**src/rtl/matmul_tt_operand_feeder.sv**
```systemverilog
// matmul_tt_operand_feeder
// Holds A^T (K x M) and B^T (N x K) in two word-addressed buffers and
// streams the operand pairs of a transposed-both matmul. For every output
// element C[i][j] it sends the K pairs (A[i][k], B[k][j]) with k ascending.
// Loop order is i outer, j middle, k inner. out_last marks k = K-1.
//
// Ports:
//   clk, rst_n           clock, asynchronous active-low reset
//   ld_valid/ld_sel      load strobe; buffer select (0 = A^T, 1 = B^T)
//   ld_addr/ld_data      A^T address k*M+i, B^T address j*K+k; operand word
//   ld_drop              registered pulse: the previous load was rejected
//   start                starts a stream; honoured only in IDLE
//   busy, done           high while streaming; one-cycle pulse at the end
//   out_valid/out_ready  registered valid/ready output stage
//   data_a, data_b       A[i][k], B[k][j]
//   out_last             final pair of the current dot product
module matmul_tt_operand_feeder #(
    parameter int M  = 4,
    parameter int N  = 4,
    parameter int K  = 4,
    parameter int DW = 32,
    parameter int AW = ((M * K) > (N * K)) ? (($clog2(M * K) > 0) ? $clog2(M * K) : 1)
                                           : (($clog2(N * K) > 0) ? $clog2(N * K) : 1)
) (
    input  logic          clk,
    input  logic          rst_n,
    input  logic          ld_valid,
    input  logic          ld_sel,
    input  logic [AW-1:0] ld_addr,
    input  logic [DW-1:0] ld_data,
    output logic          ld_drop,
    input  logic          start,
    output logic          busy,
    output logic          done,
    output logic          out_valid,
    input  logic          out_ready,
    output logic [DW-1:0] data_a,
    output logic [DW-1:0] data_b,
    output logic          out_last
);
    localparam int IW  = (M > 1) ? $clog2(M) : 1;
    localparam int JW  = (N > 1) ? $clog2(N) : 1;
    localparam int KW  = (K > 1) ? $clog2(K) : 1;
    localparam int AAW = ((M * K) > 1) ? $clog2(M * K) : 1;
    localparam int BAW = ((N * K) > 1) ? $clog2(N * K) : 1;
    localparam logic [IW-1:0] I_LAST = IW'(M - 1);
    localparam logic [JW-1:0] J_LAST = JW'(N - 1);
    localparam logic [KW-1:0] K_LAST = KW'(K - 1);

    typedef enum logic [1:0] {
        ST_IDLE  = 2'd0,
        ST_RUN   = 2'd1,
        ST_DRAIN = 2'd2
    } state_t;

    state_t          state_r, state_nx_s;
    logic [IW-1:0]   i_r, i_nx_s;
    logic [JW-1:0]   j_r, j_nx_s;
    logic [KW-1:0]   k_r, k_nx_s;
    logic [DW-1:0]   a_buf_r [M*K];
    logic [DW-1:0]   b_buf_r [N*K];
    logic [AAW-1:0]  a_idx_s;
    logic [BAW-1:0]  b_idx_s;
    logic [DW-1:0]   a_rd_s, b_rd_s;
    logic            accept_s, final_s, ld_ok_s, a_in_range_s, b_in_range_s;
    logic            out_valid_r, valid_nx_s, out_last_r, last_nx_s;
    logic [DW-1:0]   data_a_r, a_nx_s, data_b_r, b_nx_s;
    logic            busy_r, busy_nx_s, done_r, done_nx_s, ld_drop_r, ld_drop_nx_s;

    assign accept_s = out_valid_r && out_ready;
    assign final_s  = accept_s && (i_r == I_LAST) && (j_r == J_LAST) && (k_r == K_LAST);

    assign a_in_range_s = (int'(ld_addr) < (M * K));
    assign b_in_range_s = (int'(ld_addr) < (N * K));
    assign ld_ok_s = ld_valid && (state_r == ST_IDLE) && !start &&
                     (ld_sel ? b_in_range_s : a_in_range_s);

    // Operand fetch for the beat about to be loaded into the output stage.
    assign a_idx_s = AAW'(int'(k_nx_s) * M + int'(i_nx_s));
    assign b_idx_s = BAW'(int'(j_nx_s) * K + int'(k_nx_s));
    assign a_rd_s  = a_buf_r[a_idx_s];
    assign b_rd_s  = b_buf_r[b_idx_s];

    // State register.
    always_ff @(posedge clk or negedge rst_n) begin
        if (!rst_n) begin
            state_r <= ST_IDLE;
        end else begin
            state_r <= state_nx_s;
        end
    end

    // Next-state logic.
    always_comb begin
        state_nx_s = state_r;
        case (state_r)
            ST_IDLE:  state_nx_s = start ? ST_RUN : ST_IDLE;
            ST_RUN:   state_nx_s = final_s ? ST_DRAIN : ST_RUN;
            ST_DRAIN: state_nx_s = ST_IDLE;
            default:  state_nx_s = ST_IDLE;
        endcase
    end

    // Beat coordinates: k fastest, then j, then i; held at zero outside RUN.
    always_comb begin
        i_nx_s = i_r;
        j_nx_s = j_r;
        k_nx_s = k_r;
        if (state_r != ST_RUN) begin
            i_nx_s = '0;
            j_nx_s = '0;
            k_nx_s = '0;
        end else if (accept_s) begin
            if (k_r == K_LAST) begin
                k_nx_s = '0;
                if (j_r == J_LAST) begin
                    j_nx_s = '0;
                    i_nx_s = (i_r == I_LAST) ? IW'(0) : (i_r + IW'(1));
                end else begin
                    j_nx_s = j_r + JW'(1);
                end
            end else begin
                k_nx_s = k_r + KW'(1);
            end
        end else begin
            i_nx_s = i_r;
        end
    end

    // Output-stage next values; data only changes when a new beat is loaded,
    // which keeps it stable under backpressure.
    always_comb begin
        valid_nx_s = out_valid_r;
        a_nx_s     = data_a_r;
        b_nx_s     = data_b_r;
        last_nx_s  = out_last_r;
        case (state_r)
            ST_IDLE: begin
                if (start) begin
                    valid_nx_s = 1'b1;
                    a_nx_s     = a_rd_s;
                    b_nx_s     = b_rd_s;
                    last_nx_s  = (k_nx_s == K_LAST);
                end else begin
                    valid_nx_s = 1'b0;
                end
            end
            ST_RUN: begin
                if (final_s) begin
                    valid_nx_s = 1'b0;
                end else if (accept_s) begin
                    valid_nx_s = 1'b1;
                    a_nx_s     = a_rd_s;
                    b_nx_s     = b_rd_s;
                    last_nx_s  = (k_nx_s == K_LAST);
                end else begin
                    valid_nx_s = out_valid_r;
                end
            end
            ST_DRAIN: valid_nx_s = 1'b0;
            default:  valid_nx_s = 1'b0;
        endcase
        busy_nx_s    = (state_nx_s == ST_RUN);
        done_nx_s    = (state_r == ST_DRAIN);
        ld_drop_nx_s = ld_valid && !ld_ok_s;
    end

    // Output stage, counters and status flags.
    always_ff @(posedge clk or negedge rst_n) begin
        if (!rst_n) begin
            i_r         <= '0;
            j_r         <= '0;
            k_r         <= '0;
            out_valid_r <= 1'b0;
            data_a_r    <= '0;
            data_b_r    <= '0;
            out_last_r  <= 1'b0;
            busy_r      <= 1'b0;
            done_r      <= 1'b0;
            ld_drop_r   <= 1'b0;
        end else begin
            i_r         <= i_nx_s;
            j_r         <= j_nx_s;
            k_r         <= k_nx_s;
            out_valid_r <= valid_nx_s;
            data_a_r    <= a_nx_s;
            data_b_r    <= b_nx_s;
            out_last_r  <= last_nx_s;
            busy_r      <= busy_nx_s;
            done_r      <= done_nx_s;
            ld_drop_r   <= ld_drop_nx_s;
        end
    end

    // Operand buffers: written only by accepted loads, deliberately not reset.
    always_ff @(posedge clk) begin
        if (ld_ok_s && !ld_sel) begin
            a_buf_r[AAW'(ld_addr)] <= ld_data;
        end
        if (ld_ok_s && ld_sel) begin
            b_buf_r[BAW'(ld_addr)] <= ld_data;
        end
    end

    assign out_valid = out_valid_r;
    assign data_a    = data_a_r;
    assign data_b    = data_b_r;
    assign out_last  = out_last_r;
    assign busy      = busy_r;
    assign done      = done_r;
    assign ld_drop   = ld_drop_r;

endmodule

```
**config.mk**
```make
export PLATFORM = sky130hd
export DESIGN_NAME = matmul_tt_operand_feeder
export DESIGN_NICKNAME = d
export VERILOG_FILES = /design/src/rtl/matmul_tt_operand_feeder.sv
export SDC_FILE = /design/constraint.sdc
export NUM_CORES = 1
export LEC_CHECK = 0
export ABC_CLOCK_PERIOD_IN_PS = 3600
export BUFFER_PORTS_ARGS = -buffer_cell sky130_fd_sc_hd__buf_4
export CORE_ASPECT_RATIO = 0.8
export CORE_MARGIN = 2
export CORE_UTILIZATION = 60
export DETAILED_ROUTE_END_ITERATION = 12
export PLACE_DENSITY = 0.75
export RECOVER_POWER = 25
export SYNTH_ARGS = -nofsm -noshare
export SYNTH_HDL_FRONTEND = slang
export SYNTH_SLANG_ARGS = --single-unit
```
**constraint.sdc**
```tcl
create_clock -name clk -period 3.6 [get_ports clk]
set_input_delay 0.36 -clock clk [delete_from_list [all_inputs] [get_ports clk]]
set_output_delay 0.36 -clock clk [all_outputs]
set_load 0.005 [all_outputs]
```
==> run_results.csv <==
group,metric,value,unit
outcome,outcome,"finished, violations left",
outcome,failing_checks,"capacitance limit, slew limit",
synth,yosys_register_bits,1101,
sta,setup_total_negative_slack,0,ps
die,die_height,247,um
detailed_routing,vias,27700,
placement,dp_hpwl,65.4,mm
global_routing,grt_use_total,0.313,
detailed_routing,total_wirelength_of_the_detailed_routed_design,118,mm
detailed_routing,met3RoutedLength,15.6,mm
synth,netlist_instances,2814,
synth,post_synth_fa_ha_maj_area_fraction,0.000849,
sta,finalHoldViolations,0,
power_and_ir_drop,ir_drop,0.000495,V
sta,period_share,0.956,
global_routing,grt_start_max_net_pins,95,
sta,rsz0062_at_grt,"no",
synth,dominantRegCellSynth,"sky130_fd_sc_hd__edfxtp_1",
sta,worst_case_setup_margin_in_the_final_layout,158,ps
cts,cts_root_buffer,"sky130_fd_sc_hd__clkbuf_16",
cts,cts_inserted_buffers,101,
synth,dominant_combinational_cell_family_by_area_after_synthesis,"compound AO/OA/AOI/OAI gates",
sta,max_freq,291,MHz
power_and_ir_drop,p_leak,16.7,nW
cts,clk_pin_slew_worst_paths,70,ps
setup_path,worstSetupEndpointType,"flip-flop",
sta,slew_headroom,-0.153,
cts,clock_tree.buffer_depth,3,
finish,finalNetCount,2974,
synth,synth_edf_count,1024,
global_routing,grt-ovfl-total,0,
global_routing,global_route_wire_length_before_repair,174,mm
finish,areaGrowthSynthToFinish,13.6,%
detailed_routing,met2WireLength,53.3,mm
synth,yosys.area_share.simple,0.0763,
setup_path,critical_path.max_fanout,29,
placement,place_congestion,0.834,
detailed_routing,route.detailed.vias_per_inst,6.98,
setup_path,critical_path.max_stage_delay,600,ps
detailed_routing,detailedRoute.firstPassIterationCount,5,
run,max-cap-violations,19,
sta,worst_clock_skew,22.4,ps
die,die_area,75900,sq um
die,start_util,0.609,
synth,seq_area_frac_synth,0.739,
synth,synth_area_per_cell,15.7,sq um
cts,cts_sinks,1101,
die,placement_rows,88,
detailed_routing,drt_iter0_drc,4099,
synth,ys_types,68,
synth,synthesis.nets,2859,
detailed_routing,drt_drc_violations_left,0,
setup_path,critical_path.cell_chain,"ha_1, and4_2, mux2i_4, nand3_4, buf_4, o32ai_1, a211oi_1, o32a_1",
die,core_area,72600,sq um
cts,cts_h_tree_depth,3,
synth,synthMuxAreaShare,0.0668,
detailed_routing,wl_per_cell,29.9,um
finish,mostFrequentLayoutCells,"1,024 x sky130_fd_sc_hd__edfxtp_1, 276 x sky130_fd_sc_hd__nand2_1, 150 x sky130_fd_sc_hd__buf_4, 142 x sky130_fd_sc_hd__mux2i_1, 115 x sky130_fd_sc_hd__a31oi_1",
sta,timing.final.setup_violations,0,
finish,ratio_of_cells_with_drive_above_1_in_the_final_layout,0.160,
synth,mappedNetlistArea,44200,sq um
sta,period_needed,3440,ps
die,io_pins,111,
setup_path,worst-endpoint-required,4150,ps
synth,yosys_warnings,0,
power_and_ir_drop,power.density,644,nW/um^2
setup_path,worst_path_max_delay_cell,"sky130_fd_sc_hd__mux2i_4",
synth,synth-xor-area-share,0,
sta,timing.final.max_slew_violations,566,
placement,dp_slack,152,ps
detailed_routing,topRoutingLayerUsed,"met5",
global_routing,vias_in_the_first_global_route,27100,
die,die-width,307,um
cts,worst_skew_pair.late_latency,680,ps
worst_hold_path,holdCritPathClass,"input port to flip-flop",
setup_path,criticalPathCategory,"flip-flop to flip-flop",
placement,buffer_ports.inserted,110,
setup_path,worst_path_arrival_time,3990,ps
cts,cts_tree,"built",
detailed_routing,antenna_violating_nets_post_route,0,
synth,ys_async_sr_fraction,0.0699,
global_routing,antenna_found_initial,3,
finish,antenna_cells_inserted,0,
power_and_ir_drop,fin_total_pwr,32.3,mW
sta,worstMarginPinSlew,1730,ps
setup_path,setup.worst_path.start_class,"flip-flop",
finish,final_common_cell,"sky130_fd_sc_hd__edfxtp_1",
synth,synth_compound_gate_area_share,0.0957,
detailed_routing,met1Wirelength,46.2,mm
==> area by class of cell <==
class                           instances  area [sq um]
Fill cell                            4534         22300
Timing Repair Buffer                  221          2170
Sequential cell                      1101         32700
Tap cell                              945          1180
Clock buffer                          140          2780
Inverter                                2          10.0
Multi-Input combinational cell       1502         11000
Clock inverter                         50           435
==> registers in the layout (all words and copies together), names as in the netlist <==
name	flops
out_last	1
busy	1
i_r	2
k_r	2
j_r	2
a_buf_r	512
data_a	32
state_r	2
b_buf_r	512
ld_drop	1
out_valid	1
data_b	32
done	1
==> path summary, 6_finish.rpt <==
path,start,to,slack (ps),depth (start not counted)
min in group asynchronous,rst_n,data_b[17],380,2
max in group asynchronous,rst_n,data_a[27],2460,3
worst max register to register,k_r[0],data_a[16],160,8
worst min register to register,data_b[12],data_b[12],500,2
worst max-delay path,k_r[0],data_a[16],160,8
worst min-delay path,ld_data[5],a_buf_r[11][5],150,1
==> cell families after synthesis <==
group           count (synthesis)
compound gates                572
fa+ha+maj                       3
buf+inv                       212
flops                        1101
mux                           212
simple gates                  714
==> repair_timing <==
item	4_1_cts	5_1_grt
gates resized for setup	0	0
hold endpoints to repair	46	0
buffers inserted	0	0
hold buffers	2	0
setup endpoints to repair	0	4
==> Yosys cell counts, types with 41 or more instances <==
cell / count / area share
sky130_fd_sc_hd__o32a_1: 44 / 0.010
sky130_fd_sc_hd__nor3b_1: 52 / 0.0088
sky130_fd_sc_hd__clkbuf_1: 126 / 0.011
sky130_fd_sc_hd__o221ai_1: 48 / 0.0095
sky130_fd_sc_hd__edfxtp_1: 1024 / 0.70
sky130_fd_sc_hd__nand3_1: 104 / 0.012
sky130_fd_sc_hd__mux4_2: 64 / 0.033
sky130_fd_sc_hd__nand4_1: 41 / 0.0058
sky130_fd_sc_hd__mux2i_1: 144 / 0.033
sky130_fd_sc_hd__nor2_1: 149 / 0.013
sky130_fd_sc_hd__dfrtp_1: 77 / 0.044
sky130_fd_sc_hd__a22oi_1: 64 / 0.011
sky130_fd_sc_hd__nand2_1: 277 / 0.024
sky130_fd_sc_hd__buf_2: 49 / 0.0055
sky130_fd_sc_hd__a31oi_1: 115 / 0.016
sky130_fd_sc_hd__a21oi_1: 99 / 0.011
==> report_power, final <==
part	internal, mW	switching (mW)	leakage [nW]
Combinational	2.84	4.18	4.97
Sequential	14.4	0.477	10.1
Clock	5.85	4.61	1.59
Total	23.1	9.26	16.7
==> metal layers <==
| layer | track usage | up-vias |
|---|---|---|
| met2 | 0.468 | 2066 |
| met3 | 0.0694 | 281 |
| met4 | 0.0993 | 2 |
| met1 | 0.463 | 13800 |
| li1 | - | 11500 |
| met5 | 0 | - |
==> stage by stage <==
stage          instance area [sq um]  utilization  std cells  hold slack [ps]
6_report                       50200        0.692       3961              153
4_1_cts                        50300        0.693       3960              110
2_1_floorplan                  44200            -       2814             64.4
3_3_place_gp                   47100        0.649       3768              490
5_1_grt                        50200        0.692       3961              151
3_5_place_dp                   47100        0.649       3768              492
==> worst max-delay path, delay by kind of cell, from the launching register on <==
| kind | cells | cell delay, ps |
|---|---|---|
| compound gates | 3 | 810 |
| simple gates | 2 | 780 |
| mux | 1 | 600 |
| flops | 1 | 540 |
| buf+inv | 1 | 380 |
| fa+ha+maj | 1 | 210 |
Power figures use the tool's default switching activity.
